$ cat src/rtl/pipe_ialu.sv
// Integer ALU for the execute stage: combinational main ALU, compare flag and address adder.
// Define SCR1_IALU_RVM_EN to add the RV32M single-cycle multiplier and iterative restoring divider.
module pipe_ialu #(
  parameter int XLEN = 32
) (
  input  logic            clk,
  input  logic            rst,
  input  logic            exu2ialu_rvm_cmd_vd_i,
  output logic            ialu2exu_rvm_res_rdy_o,
  input  logic [XLEN-1:0] exu2ialu_main_op1_i,
  input  logic [XLEN-1:0] exu2ialu_main_op2_i,
  input  logic [4:0]      exu2ialu_cmd_i,
  output logic [XLEN-1:0] ialu2exu_main_res_o,
  output logic            ialu2exu_cmp_res_o,
  input  logic [XLEN-1:0] exu2ialu_addr_op1_i,
  input  logic [XLEN-1:0] exu2ialu_addr_op2_i,
  output logic [XLEN-1:0] ialu2exu_addr_res_o
);

  typedef enum logic [4:0] {
    CMD_NONE    = 5'd0,  CMD_AND     = 5'd1,  CMD_OR      = 5'd2,  CMD_XOR  = 5'd3,
    CMD_ADD     = 5'd4,  CMD_SUB     = 5'd5,  CMD_SUB_LT  = 5'd6,  CMD_SUB_LTU = 5'd7,
    CMD_SUB_EQ  = 5'd8,  CMD_SUB_NE  = 5'd9,  CMD_SUB_GE  = 5'd10, CMD_SUB_GEU = 5'd11,
    CMD_SLL     = 5'd12, CMD_SRL     = 5'd13, CMD_SRA     = 5'd14,
    CMD_MUL     = 5'd15, CMD_MULH    = 5'd16, CMD_MULHSU  = 5'd17, CMD_MULHU = 5'd18,
    CMD_DIV     = 5'd19, CMD_DIVU    = 5'd20, CMD_REM     = 5'd21, CMD_REMU  = 5'd22
  } cmd_e;

  cmd_e            cmd;
  logic [XLEN-1:0] op1;
  logic [XLEN-1:0] op2;
  logic [XLEN-1:0] rvm_res;
  logic            rvm_rdy;

  assign cmd = cmd_e'(exu2ialu_cmd_i);
  assign op1 = exu2ialu_main_op1_i;
  assign op2 = exu2ialu_main_op2_i;

  assign ialu2exu_addr_res_o    = exu2ialu_addr_op1_i + exu2ialu_addr_op2_i;
  assign ialu2exu_rvm_res_rdy_o = rvm_rdy;

`ifdef SCR1_IALU_RVM_EN
  typedef enum logic {ST_IDLE, ST_DIV} state_e;

  state_e            state_q, state_d;
  logic [4:0]        cnt_q, cnt_d;
  logic [XLEN-1:0]   rem_q, rem_d;
  logic [XLEN-1:0]   quo_q, quo_d;
  logic [XLEN-1:0]   dvs_q, dvs_d;
  logic              negq_q, negq_d;
  logic              negr_q, negr_d;

  logic              is_mul, is_div, is_sdiv, is_rem, div_rdy;
  logic signed [2*XLEN+1:0] mul_prod;
  logic              unused_prod;
  logic [XLEN:0]     shifted, sub;
  logic              ge;
  logic [XLEN-1:0]   rem_step, quo_step, q_fin, r_fin;

  assign is_mul  = (cmd == CMD_MUL) || (cmd == CMD_MULH) || (cmd == CMD_MULHSU) || (cmd == CMD_MULHU);
  assign is_div  = (cmd == CMD_DIV) || (cmd == CMD_DIVU) || (cmd == CMD_REM) || (cmd == CMD_REMU);
  assign is_sdiv = (cmd == CMD_DIV) || (cmd == CMD_REM);
  assign is_rem  = (cmd == CMD_REM) || (cmd == CMD_REMU);

  // Operands widened to 33 bits so one signed multiplier covers all four MUL variants.
  assign mul_prod = $signed({(cmd != CMD_MULHU) & op1[XLEN-1], op1}) *
                    $signed({(cmd == CMD_MUL || cmd == CMD_MULH) & op2[XLEN-1], op2});
  assign unused_prod = ^mul_prod[2*XLEN+1:2*XLEN];

  // The final restoring step is taken combinationally so the result is valid in the ready cycle.
  assign shifted  = {rem_q, quo_q[XLEN-1]};
  assign ge       = shifted >= {1'b0, dvs_q};
  assign sub      = shifted - {1'b0, dvs_q};
  assign rem_step = ge ? sub[XLEN-1:0] : shifted[XLEN-1:0];
  assign quo_step = {quo_q[XLEN-2:0], ge};
  assign q_fin    = (dvs_q == '0) ? '1 : (negq_q ? -quo_step : quo_step);
  assign r_fin    = negr_q ? -rem_step : rem_step;

  always_comb begin
    state_d = state_q;
    cnt_d   = cnt_q;
    rem_d   = rem_q;
    quo_d   = quo_q;
    dvs_d   = dvs_q;
    negq_d  = negq_q;
    negr_d  = negr_q;
    div_rdy = 1'b0;
    case (state_q)
      ST_IDLE: begin
        if (exu2ialu_rvm_cmd_vd_i && is_div) begin
          state_d = ST_DIV;
          cnt_d   = '0;
          rem_d   = '0;
          quo_d   = (is_sdiv && op1[XLEN-1]) ? -op1 : op1;
          dvs_d   = (is_sdiv && op2[XLEN-1]) ? -op2 : op2;
          negq_d  = is_sdiv && (op1[XLEN-1] ^ op2[XLEN-1]);
          negr_d  = is_sdiv && op1[XLEN-1];
        end
      end
      ST_DIV: begin
        if (!(exu2ialu_rvm_cmd_vd_i && is_div)) begin
          state_d = ST_IDLE;
          cnt_d   = '0;
        end else begin
          rem_d = rem_step;
          quo_d = quo_step;
          cnt_d = cnt_q + 5'd1;
          if (cnt_q == 5'd31) begin
            state_d = ST_IDLE;
            div_rdy = 1'b1;
          end
        end
      end
      default: state_d = ST_IDLE;
    endcase
  end

  always_ff @(posedge clk) begin
    if (rst) begin
      state_q <= ST_IDLE;
      cnt_q   <= '0;
      rem_q   <= '0;
      quo_q   <= '0;
      dvs_q   <= '0;
      negq_q  <= 1'b0;
      negr_q  <= 1'b0;
    end else begin
      state_q <= state_d;
      cnt_q   <= cnt_d;
      rem_q   <= rem_d;
      quo_q   <= quo_d;
      dvs_q   <= dvs_d;
      negq_q  <= negq_d;
      negr_q  <= negr_d;
    end
  end

  always_comb begin
    rvm_rdy = 1'b0;
    rvm_res = '0;
    if (exu2ialu_rvm_cmd_vd_i && is_mul) begin
      rvm_rdy = 1'b1;
      rvm_res = (cmd == CMD_MUL) ? mul_prod[XLEN-1:0] : mul_prod[2*XLEN-1:XLEN];
    end else if (div_rdy) begin
      rvm_rdy = 1'b1;
      rvm_res = is_rem ? r_fin : q_fin;
    end
  end
`else
  logic unused_clk_rst;
  assign unused_clk_rst = clk ^ rst;
  assign rvm_rdy        = 1'b0;
  assign rvm_res        = '0;
`endif

  always_comb begin
    ialu2exu_main_res_o = '0;
    ialu2exu_cmp_res_o  = 1'b0;
    case (cmd)
      CMD_AND:     ialu2exu_main_res_o = op1 & op2;
      CMD_OR:      ialu2exu_main_res_o = op1 | op2;
      CMD_XOR:     ialu2exu_main_res_o = op1 ^ op2;
      CMD_ADD:     ialu2exu_main_res_o = op1 + op2;
      CMD_SUB:     ialu2exu_main_res_o = op1 - op2;
      CMD_SUB_LT:  ialu2exu_cmp_res_o  = $signed(op1) < $signed(op2);
      CMD_SUB_LTU: ialu2exu_cmp_res_o  = op1 < op2;
      CMD_SUB_EQ:  ialu2exu_cmp_res_o  = op1 == op2;
      CMD_SUB_NE:  ialu2exu_cmp_res_o  = op1 != op2;
      CMD_SUB_GE:  ialu2exu_cmp_res_o  = $signed(op1) >= $signed(op2);
      CMD_SUB_GEU: ialu2exu_cmp_res_o  = op1 >= op2;
      CMD_SLL:     ialu2exu_main_res_o = op1 << op2[4:0];
      CMD_SRL:     ialu2exu_main_res_o = op1 >> op2[4:0];
      CMD_SRA:     ialu2exu_main_res_o = $signed(op1) >>> op2[4:0];
      CMD_MUL, CMD_MULH, CMD_MULHSU, CMD_MULHU,
      CMD_DIV, CMD_DIVU, CMD_REM, CMD_REMU:
                   ialu2exu_main_res_o = rvm_res;
      default:     ialu2exu_main_res_o = '0;
    endcase
    if (cmd >= CMD_SUB_LT && cmd <= CMD_SUB_GEU)
      ialu2exu_main_res_o = {{(XLEN-1){1'b0}}, ialu2exu_cmp_res_o};
  end

endmodule

$ cat config.mk
export PLATFORM = sky130hd
export DESIGN_NAME = pipe_ialu
export DESIGN_NICKNAME = d
export VERILOG_FILES = /design/src/rtl/pipe_ialu.sv
export SDC_FILE = /design/constraint.sdc
export NUM_CORES = 1
export LEC_CHECK = 0
export ABC_AREA = 1
export CAP_MARGIN = 25
export CORE_MARGIN = 3
export CORE_UTILIZATION = 51
export DETAILED_ROUTE_END_ITERATION = 8
export PLACE_DENSITY_LB_ADDON = 0.08
export SYNTH_ARGS = -nofsm -noshare
export SYNTH_HDL_FRONTEND = slang
export SYNTH_SLANG_ARGS = --single-unit
$ cat constraint.sdc
create_clock -name vclk -period 4.8
set_input_delay 1.44 -clock vclk [all_inputs]
set_output_delay 1.44 -clock vclk [all_outputs]
set_load 0.01 [all_outputs]
==> impl_metrics.csv, run 1 <==
group,metric,value,unit
global_route,grt_pass1_wl,143.9,mm
global_route,grt_usage,75.60,%
synth,synth_xor_area_share,2.136,%
outcome,outcome,"aborted with a tool error",
die,io_pins,202,
synth,syn_avg_cell_area,5.190,sq um
placement,port_buffers,198,
synth,synth_area_leaders,"nand2_1 22%, ha_1 14%, nand3_1 11%, inv_1 7.5%, nor2_1 7.0%",
placement,placed_area,0.01756,sq mm
die,die_w,156.0,um
synth,ys_seq_area_share,0,%
synth,syn_inst,2212,
synth,synth_top_family_by_area,"simple AND/OR/NAND/NOR gates",
synth,syn_area,0.01148,sq mm
die,die_y,156.0,um
global_route,grt_pass1_vias,24150,
global_route,grt_max_degree,75,
placement,place_hpwl,50.94,mm
synth,synth_most_common_cell,"nand2_1",
synth,syn_nets,2483,
synth,yosysTopAreaCellShare,21.55,%
synth,synthAdderAreaFrac,14.91,%
clock_network,cts_hold_buffers,0,
synth,yosysTopAreaCell,"nand2_1",
synth,yosys_warnings,0,
die,start_util,52.28,%
synth,synth_cell_type_count,55,
synth,synth-simple-area-share,45.63,%
synth,yosys-mux-area-fraction,0.8065,%
synth,synth_compound_area_share,23.80,%
placement,place_congestion,1.169,
die,rows,54,
global_route,grt_overflow,83,
placement,pre_cts_ws,-1.104,ns
synth,synthTopCellsByCount,"659 x nand2_1, 242 x nand3_1, 228 x inv_1",
outcome,tool.error,"[ERROR GRT-0116] Global routing finished with congestion. Check the congestion regions in the DRC Viewer.",
outcome,stop_stage,"5_1_grt",
==> repair_timing <==
| item | CTS |
|---|---|
| cloned | 3 |
| resized for setup | 920 |
| buffers inserted | 76 |
| setup endpoints to repair | 61 |
| pin swaps | 174 |
==> stage by stage <==
stage,TNS (ns),cells
2_1_floorplan,-0.002958,2212
3_3_place_gp,-41.01,3146
3_5_place_dp,-45.37,3146
4_1_cts,-0.02362,3224
==> layer usage <==
layer | overflow | track usage (%)
met5 | 0 | 24.01
met4 | 45 | 77.84
met3 | 0 | 62.50
met2 | 38 | 91.67
met1 | 0 | 73.94
==> cell families after synthesis <==
| group | Yosys count |
|---|---|
| adder cells (fa/ha/maj) | 135 |
| XOR/XNOR | 28 |
| buffers and inverters | 341 |
| AO/OA/AOI/OAI | 466 |
| other | 1 |
| multiplexers | 8 |
| AND/OR/NAND/NOR | 1233 |
==> inputs of run 2 (changes only) <==
--- a/config.mk
+++ b/config.mk
@@ -8,9 +8,9 @@
 export ABC_AREA = 1
 export CAP_MARGIN = 25
 export CORE_MARGIN = 3
-export CORE_UTILIZATION = 51
+export CORE_UTILIZATION = 40
 export DETAILED_ROUTE_END_ITERATION = 8
-export PLACE_DENSITY_LB_ADDON = 0.08
+export PLACE_DENSITY_LB_ADDON = 0.15
 export SYNTH_ARGS = -nofsm -noshare
 export SYNTH_HDL_FRONTEND = slang
 export SYNTH_SLANG_ARGS = --single-unit
==> constraint.sdc (replaced) <==
create_clock -name vclk -period 6.2
set_input_delay 1.86 -clock vclk [all_inputs]
set_output_delay 1.86 -clock vclk [all_outputs]
set_load 0.01 [all_outputs]
==> run 2 against run 1 <==
The run now ends clean. Synthesized cell count unchanged. Area after synthesis unchanged.
==> impl_metrics.csv, run 2 <==
group,metric,value,unit
outcome,outcome,"completed",
placement,place_congestion,1.068,
routing,antenna_left,0,
die,die_y,175.4,um
min_path,holdPathStages,7,
clock_network,cts_hold_buffers,0,
timing,setup_tns,0,ns
die,dieArea,0.03077,sq mm
synth,yosysTopAreaCellShare,21.55,%
synth,synth_cell_type_count,55,
global_route,grt_overflow,0,
critical_path,crit_arrival,4.30,ns
pwr,combinationalPowerShare,100.0,%
placement,placed_area,0.01743,sq mm
critical_path,path_max_fanout,4,
pwr,switchingPower,0.9472,mW
die,core,0.02801,sq mm
synth,syn_inst,2212,
finish,layout-drive-gt1-share,29.29,%
synth,synthTopCellsByCount,"659 x nand2_1, 242 x nand3_1, 228 x inv_1",
routing,wl_per_cell,19.92,um
pwr,p_leak,9.567,nW
global_route,grt_pass1_wl,95.79,mm
critical_path,path_cells,"clkdlybuf4s50_1 -> inv_2 -> ha_4 -> buf_12 -> nand2_1 -> buf_4 -> nor2_1 -> buf_4 -> nand4_1 -> nand3_1 -> nand2_1 -> nand3_1 -> nand4_1 -> clkdlybuf4s15_1",
finish,most-common-layout-cells,"618 x nand2_1, 525 x buf_4, 237 x nand3_1, 198 x inv_1, 179 x nor2_1",
synth,ys_seq_area_share,0,%
timing,layout_min_cycle_time,6.157,ns
routing,drc_errors,0,
pwr,clockPowerShare,0,%
synth,synth_most_common_cell,"nand2_1",
job,drv_cap,0,
timing,max_freq,162.4,MHz
finish,seq_cell_count,0,
timing,finalCritPeriodShare,99.30,%
critical_path,crit_required,4.34,ns
finish,final_common_cell,"nand2_1",
finish,syn_to_final_growth,62.25,%
finish,fillers,2689,
synth,syn_avg_cell_area,5.190,sq um
synth,yosysTopAreaCell,"nand2_1",
timing,rsz0062_at_grt,"true",
synth,yosys_warnings,0,
routing,vias_per_cell,5.600,
pwr,power.internal,0.7676,mW
pwr,switching_share,55.24,%
critical_path,crit_slowest_cell,"clkdlybuf4s50_1",
critical_path,crit_path_end_kind,"output port",
die,io_pins,202,
critical_path,criticalPathCategory,"in2out",
routing,drt_iter0_markers,2221,
routing,dr.pass1.iters,6,
critical_path,cpPeakStageDelay,0.51,ns
die,start_util,40.99,%
min_path,holdPathEnd,"ialu2exu_main_res_o[9]",
finish,fin_nets,3134,
critical_path,crit_path_start_kind,"input pin",
global_route,grt_usage,39.41,%
finish,fin_area,0.01863,sq mm
timing,maxSlewViolCount,0,
pwr,cellPowerDensity,92.06,mW/mm^2
die,rows,61,
finish,final_cell_count_no_fill,3240,
die,die_w,175.4,um
finish,nClkBuffers,0,
pwr,seqPwrFrac,0,%
placement,place_inst,3217,
global_route,grt_pass1_vias,16960,
placement,place_hpwl,54.04,mm
placement,port_buffers,198,
synth,syn_nets,2483,
min_path,hold_class,"in2out",
global_route,antenna_found_initial,0,
synth,syn_area,0.01148,sq mm
timing,hold_viol_final,0,
pwr,vdd_drop_max,0.00008632,V
finish,seqCellArea,0,sq um
routing,vias,18140,
timing,setup_viol,0,
global_route,grt_max_degree,92,
synth,synth_area_leaders,"nand2_1 22%, ha_1 14%, nand3_1 11%, inv_1 7.5%, nor2_1 7.0%",
min_path,min-delay-start,"exu2ialu_main_op1_i[9]",
routing,wirelength,64.55,mm
==> run 2: cell counts after synthesis <==
Identical to the previous run, type by type.
==> run 2: cell type report <==
class	instances	area, sq um	share of cell area (%)
Inverter	248	938.4	5.038
Multi-Input combinational cell	1871	11070	59.40
Antenna cell	1	2.502	0.01343
Tap cell	378	473.0	2.539
Timing Repair Buffer	742	6148	33.01
==> run 2: worst max-delay path, delay by kind of cell <==
family                   cells  cell delay [ns]
adder cells (fa/ha/maj)      1             0.29
AND/OR/NAND/NOR              7             0.87
buffers and inverters        6             1.29
==> run 2: cell families (layout without fill, tap and decap cells) <==
kind of cell               after synthesis  in the layout  share of synthesized area [%]
and+or+nand+nor                       1233           1233                          45.63
xor gates and xnor gates                28             28                          2.136
adders and majority gates              135            135                          14.91
buffers and inverters                  341            990                          12.69
other                                    1              2                        0.03266
muxes                                    8              8                         0.8065
AOI/OAI and AO/OA                      466            466                          23.80
==> run 2: how the worst max path moves through the flow <==
| stage | start | end | slack, ns | depth (start not counted) |
|---|---|---|---|---|
| 2_1_floorplan | exu2ialu_main_op2_i[2] | ialu2exu_main_res_o[0] | 0.32 | 20 |
| 3_3_place_gp | exu2ialu_main_op1_i[0] | ialu2exu_main_res_o[28] | -0.57 | 18 |
| 3_5_place_dp | exu2ialu_main_op1_i[0] | ialu2exu_main_res_o[30] | -0.63 | 14 |
| 4_1_cts | exu2ialu_main_op1_i[2] | ialu2exu_main_res_o[29] | -0.02 | 17 |
| 5_1_grt | exu2ialu_main_op1_i[0] | ialu2exu_main_res_o[24] | -0.06 | 16 |
| 6_report | exu2ialu_main_op1_i[8] | ialu2exu_main_res_o[18] | 0.04 | 14 |
==> run 2: through the flow <==
step	power [mW]	setup WS [ns]	utilization, %	hold slack (ns)
after floorplan	0.7407	0.3194	-	3.860
after global placement	1.538	-0.5656	62.21	4.817
after detailed placement	1.557	-0.6342	62.21	4.837
after CTS	1.604	-0.01753	64.19	4.659
after global routing	1.836	-0.05947	66.49	4.618
final	1.715	0.04316	66.50	4.563
==> run 2: power groups by stage <==
| stage | combinational, mW | clock [mW] | sequential [mW] |
|---|---|---|---|
| 6_report | 1.71 | 0.0000000230 | 0 |
| 5_1_grt | 1.84 | 0 | 0 |
| 3_3_place_gp | 1.54 | 0 | 0 |
| 4_1_cts | 1.60 | 0 | 0 |
| 3_5_place_dp | 1.56 | 0 | 0 |
| 2_1_floorplan | 0.741 | 0 | 0 |
==> run 2: metal layers <==
layer | share of wire (%) | vias up | GRT usage [%]
li1 | - | 8672 | -
met1 | 41 | 8200 | 51.32
met2 | 44 | 1095 | 64.60
met3 | 9.3 | 176 | 4.885
met4 | 6.3 | 0 | 18.84
met5 | 0 | - | 0
==> run 2: repair_timing <==
| action | 4_1_cts | 5_1_grt |
|---|---|---|
| buffers inserted | 9 | 13 |
| hold endpoints to repair | 0 | 0 |
| resized for setup | 197 | 201 |
| setup endpoints to repair | 45 | 46 |
| pin swaps | 15 | 41 |
(Power assumes the default switching activity.)
